==> config.mk <==
export PLATFORM = sky130hd
export DESIGN_NAME = fp_convert_unit
export DESIGN_NICKNAME = d
export VERILOG_FILES = /design/src/rtl/fp_convert_unit.sv
export SDC_FILE = /design/constraint.sdc
export NUM_CORES = 1
export LEC_CHECK = 0
export BUFFER_PORTS_ARGS = -buffer_cell sky130_fd_sc_hd__buf_4
export CAP_MARGIN = 20
export CELL_PAD_IN_SITES_DETAIL_PLACEMENT = 1
export CELL_PAD_IN_SITES_GLOBAL_PLACEMENT = 1
export CORE_MARGIN = 3
export CORE_UTILIZATION = 50
export CTS_CLUSTER_DIAMETER = 100
export CTS_CLUSTER_SIZE = 10
export DETAILED_ROUTE_END_ITERATION = 7
export GPL_TIMING_DRIVEN = 0
export PLACE_DENSITY = 0.86
export REMOVE_ABC_BUFFERS = 1
export SLEW_MARGIN = 20
export SYNTH_ARGS = -nofsm -noshare
export SYNTH_HDL_FRONTEND = slang
export SYNTH_SLANG_ARGS = --single-unit
==> constraint.sdc <==
create_clock -name clk -period 35.6 [get_ports clk]
set_input_delay 1.78 -clock clk [delete_from_list [all_inputs] [get_ports clk]]
set_output_delay 1.78 -clock clk [all_outputs]
set_load 0.05 [all_outputs]
==> src/rtl/fp_convert_unit.sv <==
// fp_convert_unit: multi-cycle float/int conversion (demote, promote, int->float) with RNE; FPCVT_CANON_NAN_EN makes NaN results canonical
module fp_convert_unit #(
    parameter bit USE_64B   = 1,
    parameter int NORM_STEP = 4
) (
    input  logic        clk,
    input  logic        reset,
    input  logic        start,
    input  logic [3:0]  mode,
    input  logic [63:0] operand,
    output logic        ready,
    output logic        done,
    output logic [63:0] result,
    output logic [1:0]  result_type,
    output logic [3:0]  trap
);
    localparam logic [1:0] T_F32 = 2'd0, T_F64 = 2'd1;
    localparam logic [3:0] NO_64B = 4'h1, BAD_MODE = 4'hF;
    localparam logic [1:0] C_NUM = 2'd0, C_ZERO = 2'd1, C_INF = 2'd2, C_NAN = 2'd3;
`ifdef FPCVT_CANON_NAN_EN
    localparam bit CANON = 1'b1;
`else
    localparam bit CANON = 1'b0;
`endif
    typedef enum logic [2:0] {IDLE, UNPACK, NORM, ROUND, DONE} state_t;
    state_t state, nxt;
    logic [3:0] mode_q, trap_q;
    logic [63:0] op_q, mant, u_mant, mag, res_q, r_val, num, inf_v, nan_v, zero_v;
    logic signed [13:0] exp_q, u_exp;
    logic [1:0] cls, u_cls;
    logic sgn, u_sgn, is_dem, is_pro, i64, sgnd, to64, trap64, need_norm;
    logic [6:0] lz, nsh;
    logic signed [15:0] e16, emin, bias, t, be;
    logic [116:0] ext;
    logic [52:0] kept;
    logic [53:0] sig;
    logic far, g, st, rnd, den, carry, hid, ovf;
    function automatic logic [6:0] lzc(input logic [63:0] v);
        lzc = 7'd64;
        for (int i = 0; i < 64; i++) if (v[i]) lzc = 7'(63 - i);
    endfunction
    assign is_dem = mode_q == 4'd0;
    assign is_pro = mode_q == 4'd1;
    assign i64 = mode_q inside {4'd4, 4'd5, 4'd8, 4'd9};
    assign sgnd = mode_q inside {4'd2, 4'd4, 4'd6, 4'd8};
    assign to64 = is_pro || (mode_q >= 4'd6 && mode_q <= 4'd9);
    assign trap64 = !USE_64B && !(mode_q == 4'd2 || mode_q == 4'd3);
    assign lz = lzc(mant);
    assign nsh = (lz < 7'(NORM_STEP)) ? lz : 7'(NORM_STEP);
    // state register
    always_ff @(posedge clk) state <= reset ? IDLE : nxt;
    // next-state and ready
    always_comb begin
        nxt = state;
        ready = state == IDLE;
        case (state)
            IDLE:    if (start) nxt = (mode > 4'd9) ? DONE : UNPACK;
            UNPACK:  nxt = trap64 ? DONE : (need_norm ? NORM : ROUND);
            NORM:    nxt = (lz <= 7'(NORM_STEP)) ? ROUND : NORM;
            ROUND:   nxt = DONE;
            DONE:    nxt = IDLE;
            default: nxt = IDLE;
        endcase
    end
    // split the latched operand into sign / unbiased exponent / MSB-aligned mantissa
    always_comb begin
        u_sgn = 1'b0;
        u_exp = '0;
        u_mant = '0;
        u_cls = C_NUM;
        mag = '0;
        if (is_dem) begin
            u_sgn = op_q[63];
            u_exp = (op_q[62:52] == 11'd0) ? -14'sd1022 : $signed({3'b0, op_q[62:52]}) - 14'sd1023;
            u_mant = {op_q[62:52] != 11'd0, op_q[51:0], 11'b0};
            u_cls = (op_q[62:52] == 11'h7FF) ? ((op_q[51:0] == 52'd0) ? C_INF : C_NAN) : ((op_q[62:0] == 63'd0) ? C_ZERO : C_NUM);
        end else if (is_pro) begin
            u_sgn = op_q[31];
            u_exp = (op_q[30:23] == 8'd0) ? -14'sd126 : $signed({6'b0, op_q[30:23]}) - 14'sd127;
            u_mant = {op_q[30:23] != 8'd0, op_q[22:0], 40'b0};
            u_cls = (op_q[30:23] == 8'hFF) ? ((op_q[22:0] == 23'd0) ? C_INF : C_NAN) : ((op_q[30:0] == 31'd0) ? C_ZERO : C_NUM);
        end else begin
            u_sgn = sgnd && (i64 ? op_q[63] : op_q[31]);
            mag = i64 ? (u_sgn ? -op_q : op_q) : {32'b0, u_sgn ? -op_q[31:0] : op_q[31:0]};
            u_exp = i64 ? 14'sd63 : 14'sd31;
            u_mant = i64 ? mag : {mag[31:0], 32'b0};
            u_cls = (mag == 64'd0) ? C_ZERO : C_NUM;
        end
        need_norm = u_cls == C_NUM && !u_mant[63] && !is_dem;
    end
    // round-to-nearest-even into the target format, denormalising below the minimum exponent
    always_comb begin
        e16 = {{2{exp_q[13]}}, exp_q};
        emin = to64 ? -16'sd1022 : -16'sd126;
        bias = to64 ? 16'sd1023 : 16'sd127;
        den = e16 < emin;
        t = (to64 ? 16'sd0 : 16'sd29) + (den ? emin - e16 : 16'sd0);
        far = t > 16'sd53;
        ext = {mant, 53'b0} >> t[6:0];
        kept = far ? 53'd0 : ext[116:64];
        g = !far && ext[63];
        st = far ? |mant : |ext[62:0];
        rnd = g && (st || kept[0]);
        sig = {1'b0, kept} + {53'b0, rnd};
        carry = to64 ? sig[53] : sig[24];
        hid = to64 ? sig[52] : sig[23];
        be = den ? {15'b0, hid} : e16 + bias + {15'b0, carry};
        ovf = !den && be >= (to64 ? 16'sd2047 : 16'sd255);
        num = to64 ? {sgn, be[10:0], sig[51:0]} : {32'b0, sgn, be[7:0], sig[22:0]};
        inf_v = to64 ? {sgn, 11'h7FF, 52'b0} : {32'b0, sgn, 8'hFF, 23'b0};
        nan_v = to64 ? {sgn, 11'h7FF, 1'b1, CANON ? 51'b0 : {op_q[21:0], 29'b0}} : {32'b0, sgn, 8'hFF, 1'b1, CANON ? 22'b0 : op_q[50:29]};
        zero_v = to64 ? {sgn, 63'b0} : {32'b0, sgn, 31'b0};
        r_val = (cls == C_ZERO) ? zero_v : (cls == C_NAN) ? nan_v : (cls == C_INF || ovf) ? inf_v : num;
    end
    // datapath registers and registered outputs
    always_ff @(posedge clk) begin
        if (reset) begin
            done <= 1'b0;
            result <= '0;
            result_type <= T_F32;
            trap <= '0;
            trap_q <= '0;
            res_q <= '0;
            mode_q <= '0;
            op_q <= '0;
            sgn <= 1'b0;
            exp_q <= '0;
            mant <= '0;
            cls <= C_NUM;
        end else begin
            done <= state == DONE;
            if (state == IDLE && start) begin
                mode_q <= mode;
                op_q <= operand;
                trap_q <= (mode > 4'd9) ? BAD_MODE : 4'h0;
                res_q <= '0;
            end
            if (state == UNPACK) begin
                sgn <= u_sgn;
                exp_q <= u_exp;
                mant <= u_mant;
                cls <= u_cls;
                if (trap64) trap_q <= NO_64B;
            end
            if (state == NORM) begin
                mant <= mant << nsh;
                exp_q <= exp_q - 14'(nsh);
            end
            if (state == ROUND) res_q <= r_val;
            if (state == DONE) begin
                result <= res_q;
                result_type <= to64 ? T_F64 : T_F32;
                trap <= trap_q;
            end
        end
    end
endmodule

Word level (Yosys, flattened, before mapping)
Index checks and enable logic that the tools add are counted.
{"block": "totals", "ff_bits": 291, "output_inout_bits": 72}
{"block": "op_classes", "reduce_logical": 33, "eq_ne": 17, "mux": 118, "addsub": 10, "n_shift": 2, "order_cmp": 8}
{"cell": "$mux 64", "n": 16}
{"cell": "$mux 7", "n": 65}
{"cell": "$shr 117x7->117", "n": 1}
{"cell": "$mux 14", "n": 6}
{"cell": "$logic_not 64->1", "n": 1}
{"cell": "$neg 64->64", "n": 1}
{"cell": "$reduce_or 64->1", "n": 1}
{"cell": "$shl 64x7->64", "n": 1}
{"cell": "$logic_not 63->1", "n": 1}
{"cell": "$reduce_or 63->1", "n": 1}
{"cell": "$add 53x1->54", "n": 1}
{"cell": "$mux 53", "n": 1}
{"cell": "$logic_not 52->1", "n": 1}
{"cell": "$mux 16", "n": 2}
{"cell": "$mux 32", "n": 1}
{"cell": "$neg 32->32", "n": 1}
{"cell": "$logic_not 31->1", "n": 1}
{"cell": "$logic_not 23->1", "n": 1}
{"cell": "$mux 10", "n": 2}
{"cell": "$add 15x2->16", "n": 1}
{"cell": "$add 6x16->16", "n": 1}
{"cell": "$ge 16x12->1", "n": 1}
{"cell": "$gt 16x7->1 const B", "n": 1}
{"cell": "$add 14x11->15", "n": 1}
{"cell": "42 further kinds", "n": 78}

Logic depth before layout (Yosys ltp)
{"block": "depth", "depth_word": 68, "depth_mapped": 55}

Worst setup path before layout
OpenSTA, ideal clock, no wires.
{"block": "synth_timing", "kind": "flip-flop to flip-flop", "startpoint": "register mode_q[3]", "endpoint": "register res_q[43]", "t_arrival_ns": 11.646, "n_path_buf": 11, "synth_period_minus_slack_ns": 11.779, "setup_slack_ns": 23.821, "path_stages_with_launch": 55, "required_time_ns": 35.468, "path_cell_list": "dfxtp_1 -> clkbuf_1 -> nor2b_1 -> nand2_1 -> o31a_1 -> clkbuf_1 -> ha_1 -> clkbuf_1 -> a21o_1 -> a21oi_1 -> a22oi_1 -> o21ai_0 -> clkbuf_1 -> nor2_1 -> ha_1 -> and4_1 -> o31ai_1 -> a21oi_1 -> (+19 left out) -> o21a_1 -> ha_1 -> ha_1 -> a31o_2 -> a21oi_1 -> nor2_1 -> xnor2_1 -> nor2_1 -> ha_1 -> or4_1 -> nor4b_1 -> o2111ai_1 -> nand3_1 -> nor2_1 -> a21boi_0 -> and4_1 -> a2111oi_0 -> a21oi_1"}
{"block": "synth_between", "elab_chain_cells": 23, "elab_cells_between_ends": 38, "classes_between": "5 x add/sub; 5 x order compare; 1 x eq/ne; 1 x shift; 16 x mux; 10 x reduce/logical"}
{"item": "start: declaration", "line": "27", "text": "logic [3:0] mode_q, trap_q;"}
{"item": "start signal: assignment", "line": "133", "text": "mode_q <= mode;"}
{"item": "$ge 4x3->1 or $le 4x4->1 (tied branches)", "line": "46", "text": "assign to64 = is_pro || (mode_q >= 4'd6 && mode_q <= 4'd9);"}
{"item": "$logic_and 1x1->1", "line": "46"}
{"item": "$logic_or 1x1->1 *", "line": "46"}
{"item": "$mux 10", "line": "94", "text": "emin = to64 ? -16'sd1022 : -16'sd126;"}
{"item": "$lt 14x11->1", "line": "96", "text": "den = e16 < emin;"}
{"item": "$mux 16", "line": "97", "text": "t = (to64 ? 16'sd0 : 16'sd29) + (den ? emin - e16 : 16'sd0);"}
{"item": "$add 6x16->16", "line": "97"}
{"item": "$shr 117x7->117", "line": "99", "text": "ext = {mant, 53'b0} >> t[6:0];"}
{"item": "(+6 left out)"}
{"item": "$add 15x2->16", "line": "107", "text": "be = den ? {15'b0, hid} : e16 + bias + {15'b0, carry};"}
{"item": "$mux 16", "line": "107"}
{"item": "$ge 16x12->1", "line": "108", "text": "ovf = !den && be >= (to64 ? 16'sd2047 : 16'sd255);"}
{"item": "$logic_and 1x1->1", "line": "108"}
{"item": "$logic_or 1x1->1", "line": "113", "text": "r_val = (cls == C_ZERO) ? zero_v : (cls == C_NAN) ? nan_v : (cls == C_INF || ovf) ? inf_v : num;"}
{"item": "$mux 64", "line": "113"}
{"item": "$mux 64 * (2 in series)", "line": "113"}
{"item": "$mux 64 *", "line": "149", "text": "if (state == ROUND) res_q <= r_val;"}
{"item": "end signal: assignment", "line": "149"}
{"item": "end: declaration", "line": "28", "text": "logic [63:0] op_q, mant, u_mant, mag, res_q, r_val, num, inf_v, nan_v, zero_v;"}
Mark *: on every way between the ends. The rest lies on a longest branch, timed or not.
A chain may end at the register's enable or synchronous reset.

Worst setup path after layout
{"block": "layout_timing", "startpoint": "register mode_q[0]", "endpoint": "register res_q[32]"}
Same word-level chain as after synthesis.

==> parameters.txt <==
Parameter                              Value

Synth
  Seq cells post-synth    ~280
  Yosys synthesis warning count    0
  Post-synthesis adder-cell area fraction    under 10%
  Post-Syn Area    around 25000 sq um
  Main combinational cell family by area after synthesis    simple AND/OR/NAND/NOR gates
  Compound-cell area share of the yosys netlist    between 20 and 30%
  Multiplexer share of the synthesized area    approximately 14%
  Post-synth ARST share    0%
  Sequential-to-total area share from yosys stat    22.7%
  XOR/XNOR share of the synthesized area    4.29%
  Post-synthesis share of cell area spent on and, or, nand and nor gates    25.8%
  Most used DFF post-synth    sky130_fd_sc_hd__dfxtp_1
  Synthesized area per cell    7.21 sq um
  Number of enable flip-flop cells after synthesis    0
  Syn Inst Count    3483
  Count of distinct cell types in the synthesized netlist    90

Routing
  Initial DRT Pass Iterations    6
  Iter 0 DRT Violations    about 3.2k
  Mean number of vias per cell    7.05
  Wirelength per Cell    between 20 and 30 microns
  Remaining antenna violation count after routing    0
  Remaining DRCs    0
  Total wire length after detailed routing    116000 microns
  Via count of the routed design    ~28k

Finish
  # nets final    ~3.5k
  Area growth from synthesis to layout    9.14%
  Most common cell after layout, fill and taps aside    sky130_fd_sc_hd__nand2_1
  Area of combinational cells with multiple inputs    between 15000 and 20000 sq um
  Fillers    6162
  Most frequent cells in the layout    sky130_fd_sc_hd__nand2_1 (571), sky130_fd_sc_hd__a21oi_1 (343), sky130_fd_sc_hd__nor2_1 (312)
  Register cell area after layout    5690 sq um
  Share of final-layout standard cells stronger than drive strength 1    about an eighth

Placement
  Port Buffers    ~140
  Final RePlAce weighted congestion    between 1 and 1.5
  HPWL Detailed    ~87000 microns

Die
  Core area    between 40000 and 50000 sq um
  Floorplan die width    about 230 microns
  Die extent in y    roughly 230 microns
  Initial Utilization    roughly half
  Number of primary I/O pins    143
  Standard-cell row count    approximately 80
  DIE AREA    52900 sq um

Setup path
  Arrival time at the worst endpoint    approximately 16 ns
  Critical path buffer and inverter count    3
  CP max stage delay    0.93 ns
  Sort of element at the end of the critical path    register
  Largest fanout on the critical path    52
  Launching point of the worst reg2reg path    mode_q[0]
  Kind of critical path    reg2reg
  Kind of start point of the critical path    register
  Worst path required time    36.05 ns
  CP startpoint    mode_q[0]
  Most frequent CP cell    sky130_fd_sc_hd__nor2_1
  Delay-heaviest family, CP    simple AND/OR/NAND/NOR gates
  Critical-path top delay cell    sky130_fd_sc_hd__nand2_4

Clocking
  Post-CTS clock slew at the launch and capture registers of the worst setup and hold paths    0.06 ns
  Clock tree from TritonCTS    built
  Num Clock Sinks    around 280
  CTS H-Tree Depth    2
  Number of buffers inserted to repair setup after CTS    0
  Number of buffers added by the clock tree synthesis step    35
  Post-CTS Resized    0
  Clk_lat worst skew    approximately 0.57 ns
  Maximum root-to-sink buffer count    3
  Clock tree root buffer cell    sky130_fd_sc_hd__clkbuf_16
  Hold_buf cts    0

Pwr
  Power per cell area    74.4 nW/um^2
  Leakage power summed over all cells    about 9.5 nW
  Peak VDD IR    ~42 uV
  Overall power after layout    roughly 2.0 mW

STA
  Clk_skew    approximately 0.024 ns
  Accumulated negative setup slack    0 ns
  Minimum clock period    approximately 15 ns
  Worst-case hold slack    0.453 ns
  # setup viols final    0
  Slew margin rel.    between 20% and 30%
  Worst Max-Slew Pin Slew    between 1 and 1.5 ns
  Number of endpoints with negative hold slack in the final report    0
  Final critical-path share of the clock period    a little over two fifths
  Peak clock frequency supported by timing    between 60 and 70 MHz
  Final Slew Violations    0
  Setup repair after global routing missed its margin    no

Global routing
  Largest net degree at the start of global routing    125
  Vias in the first global route    slightly below 30k
  Antenna violations before repair    5
  GRT Residual Overflow    0
  All-Layer GR Usage    between 40% and 50%
  Global-route wire length before repair    176000 microns

Outcome
  Outcome    complete, no violations

Worst hold path
  Kind of path behind the tightest hold check    reg2reg
  Min-Delay Startpoint    result[46]

Run
  Max-Cap Viols    0
synth_stat cells, drive strengths merged (13+ instances only):
| cell type | instances | area, sq um |
|---|---|---|
| a22oi | 42 | 315 |
| mux2 | 28 | 315 |
| nand4 | 39 | 250 |
| a221oi | 35 | 324 |
| inv | 67 | 251 |
| or2 | 19 | 119 |
| or3 | 21 | 131 |
| o31ai | 24 | 180 |
| nor4 | 40 | 284 |
| nand3 | 84 | 420 |
| and2 | 29 | 181 |
| or4 | 32 | 240 |
| nor2b | 17 | 106 |
| nor3 | 121 | 606 |
| buf | 64 | 330 |
| ha | 34 | 425 |
| mux4 | 76 | 1710 |
| o22ai | 20 | 131 |
| clkbuf | 288 | 1080 |
| a31oi | 30 | 188 |
| and4 | 13 | 114 |
| a211oi | 85 | 648 |
| o21ai | 172 | 861 |
| a2111oi | 23 | 201 |
| and3 | 19 | 119 |
| mux2i | 140 | 1400 |
| xnor2 | 70 | 613 |
| a21oi | 345 | 1730 |
| dfxtp | 284 | 5690 |
| a311oi | 25 | 219 |
| nand2 | 578 | 2170 |
| o211ai | 36 | 270 |
| xor2 | 53 | 464 |
| nor2 | 323 | 1210 |
worst paths after layout:
kind | end | slack [ns] | cells past startpoint
worst max-delay path | res_q[32] | 20.21 | 41
worst max register to register | res_q[32] | 20.21 | 41
worst min-delay path | result[46] | 0.45 | 2
worst min register to register | result[46] | 0.45 | 2
worst reg2reg max path, delay by kind of cell (launching register included):
family | cells | cell delay, ns
simple gates | 18 | 7.31
compound gates | 13 | 3.91
fa+ha+maj | 5 | 1.59
mux | 2 | 1.03
flops | 1 | 0.82
buf+inv | 3 | 0.63
cell type report:
type | count | share of cell area (%)
Clock buffer | 36 | 3.21
Inverter | 69 | 0.955
Tap cell | 664 | 3.03
Sequential cell | 284 | 20.8
Antenna cell | 2 | 0.0183
Multi-Input combinational cell | 2781 | 65.7
Clock inverter | 5 | 0.256
Timing Repair Buffer | 181 | 6.07
cell families (layout without fill, tap and decap cells):
group	after synthesis	after routing
XOR/XNOR	123	123
AND/OR/NAND/NOR	1398	1398
other	2	7
buffers and inverters	421	291
adder cells (fa/ha/maj)	35	35
AO/OA/AOI/OAI	976	976
flip-flops	284	284
multiplexers	244	244
per-stage QoR:
step                      area (sq um)  utilization (%)  std cells  setup slack, ns
after global placement           25600             51.9       3939            15.16
after detailed placement         26400             53.6       3977            20.00
after global routing             27400             55.6       4020            19.51
after floorplan                  23700                -       3134            20.98
final                            27400             55.6       4022            20.21
after CTS                        27400             55.5       4018            19.92
sequential cells by signal, summed over array words and instances (netlist names):
register and count:
result 64, op_q 64, sgn 1, mant 64, cls 2, result_type 1
state 3, mode_q 4, trap_q 1, trap 1, exp_q 14, done 1
res_q 64
power by group:
part	total [mW]	leakage (nW)	switching [mW]	internal (mW)
sequential	0.468	2.31	0.117	0.351
combinational	1.25	6.72	0.817	0.429
clock	0.324	0.465	0.147	0.177
total	2.04	9.50	1.08	0.958
routing by layer:
metal  vias up  global-route usage (%)  wire length, microns
met5         -                       0                     0
met4         0                    28.6                  9090
met3       431                    10.3                 11400
met2      1598                    69.0                 53300
met1     13862                    50.0                 42500
li1      12458                       -                     -
(Power assumes the default switching activity.)
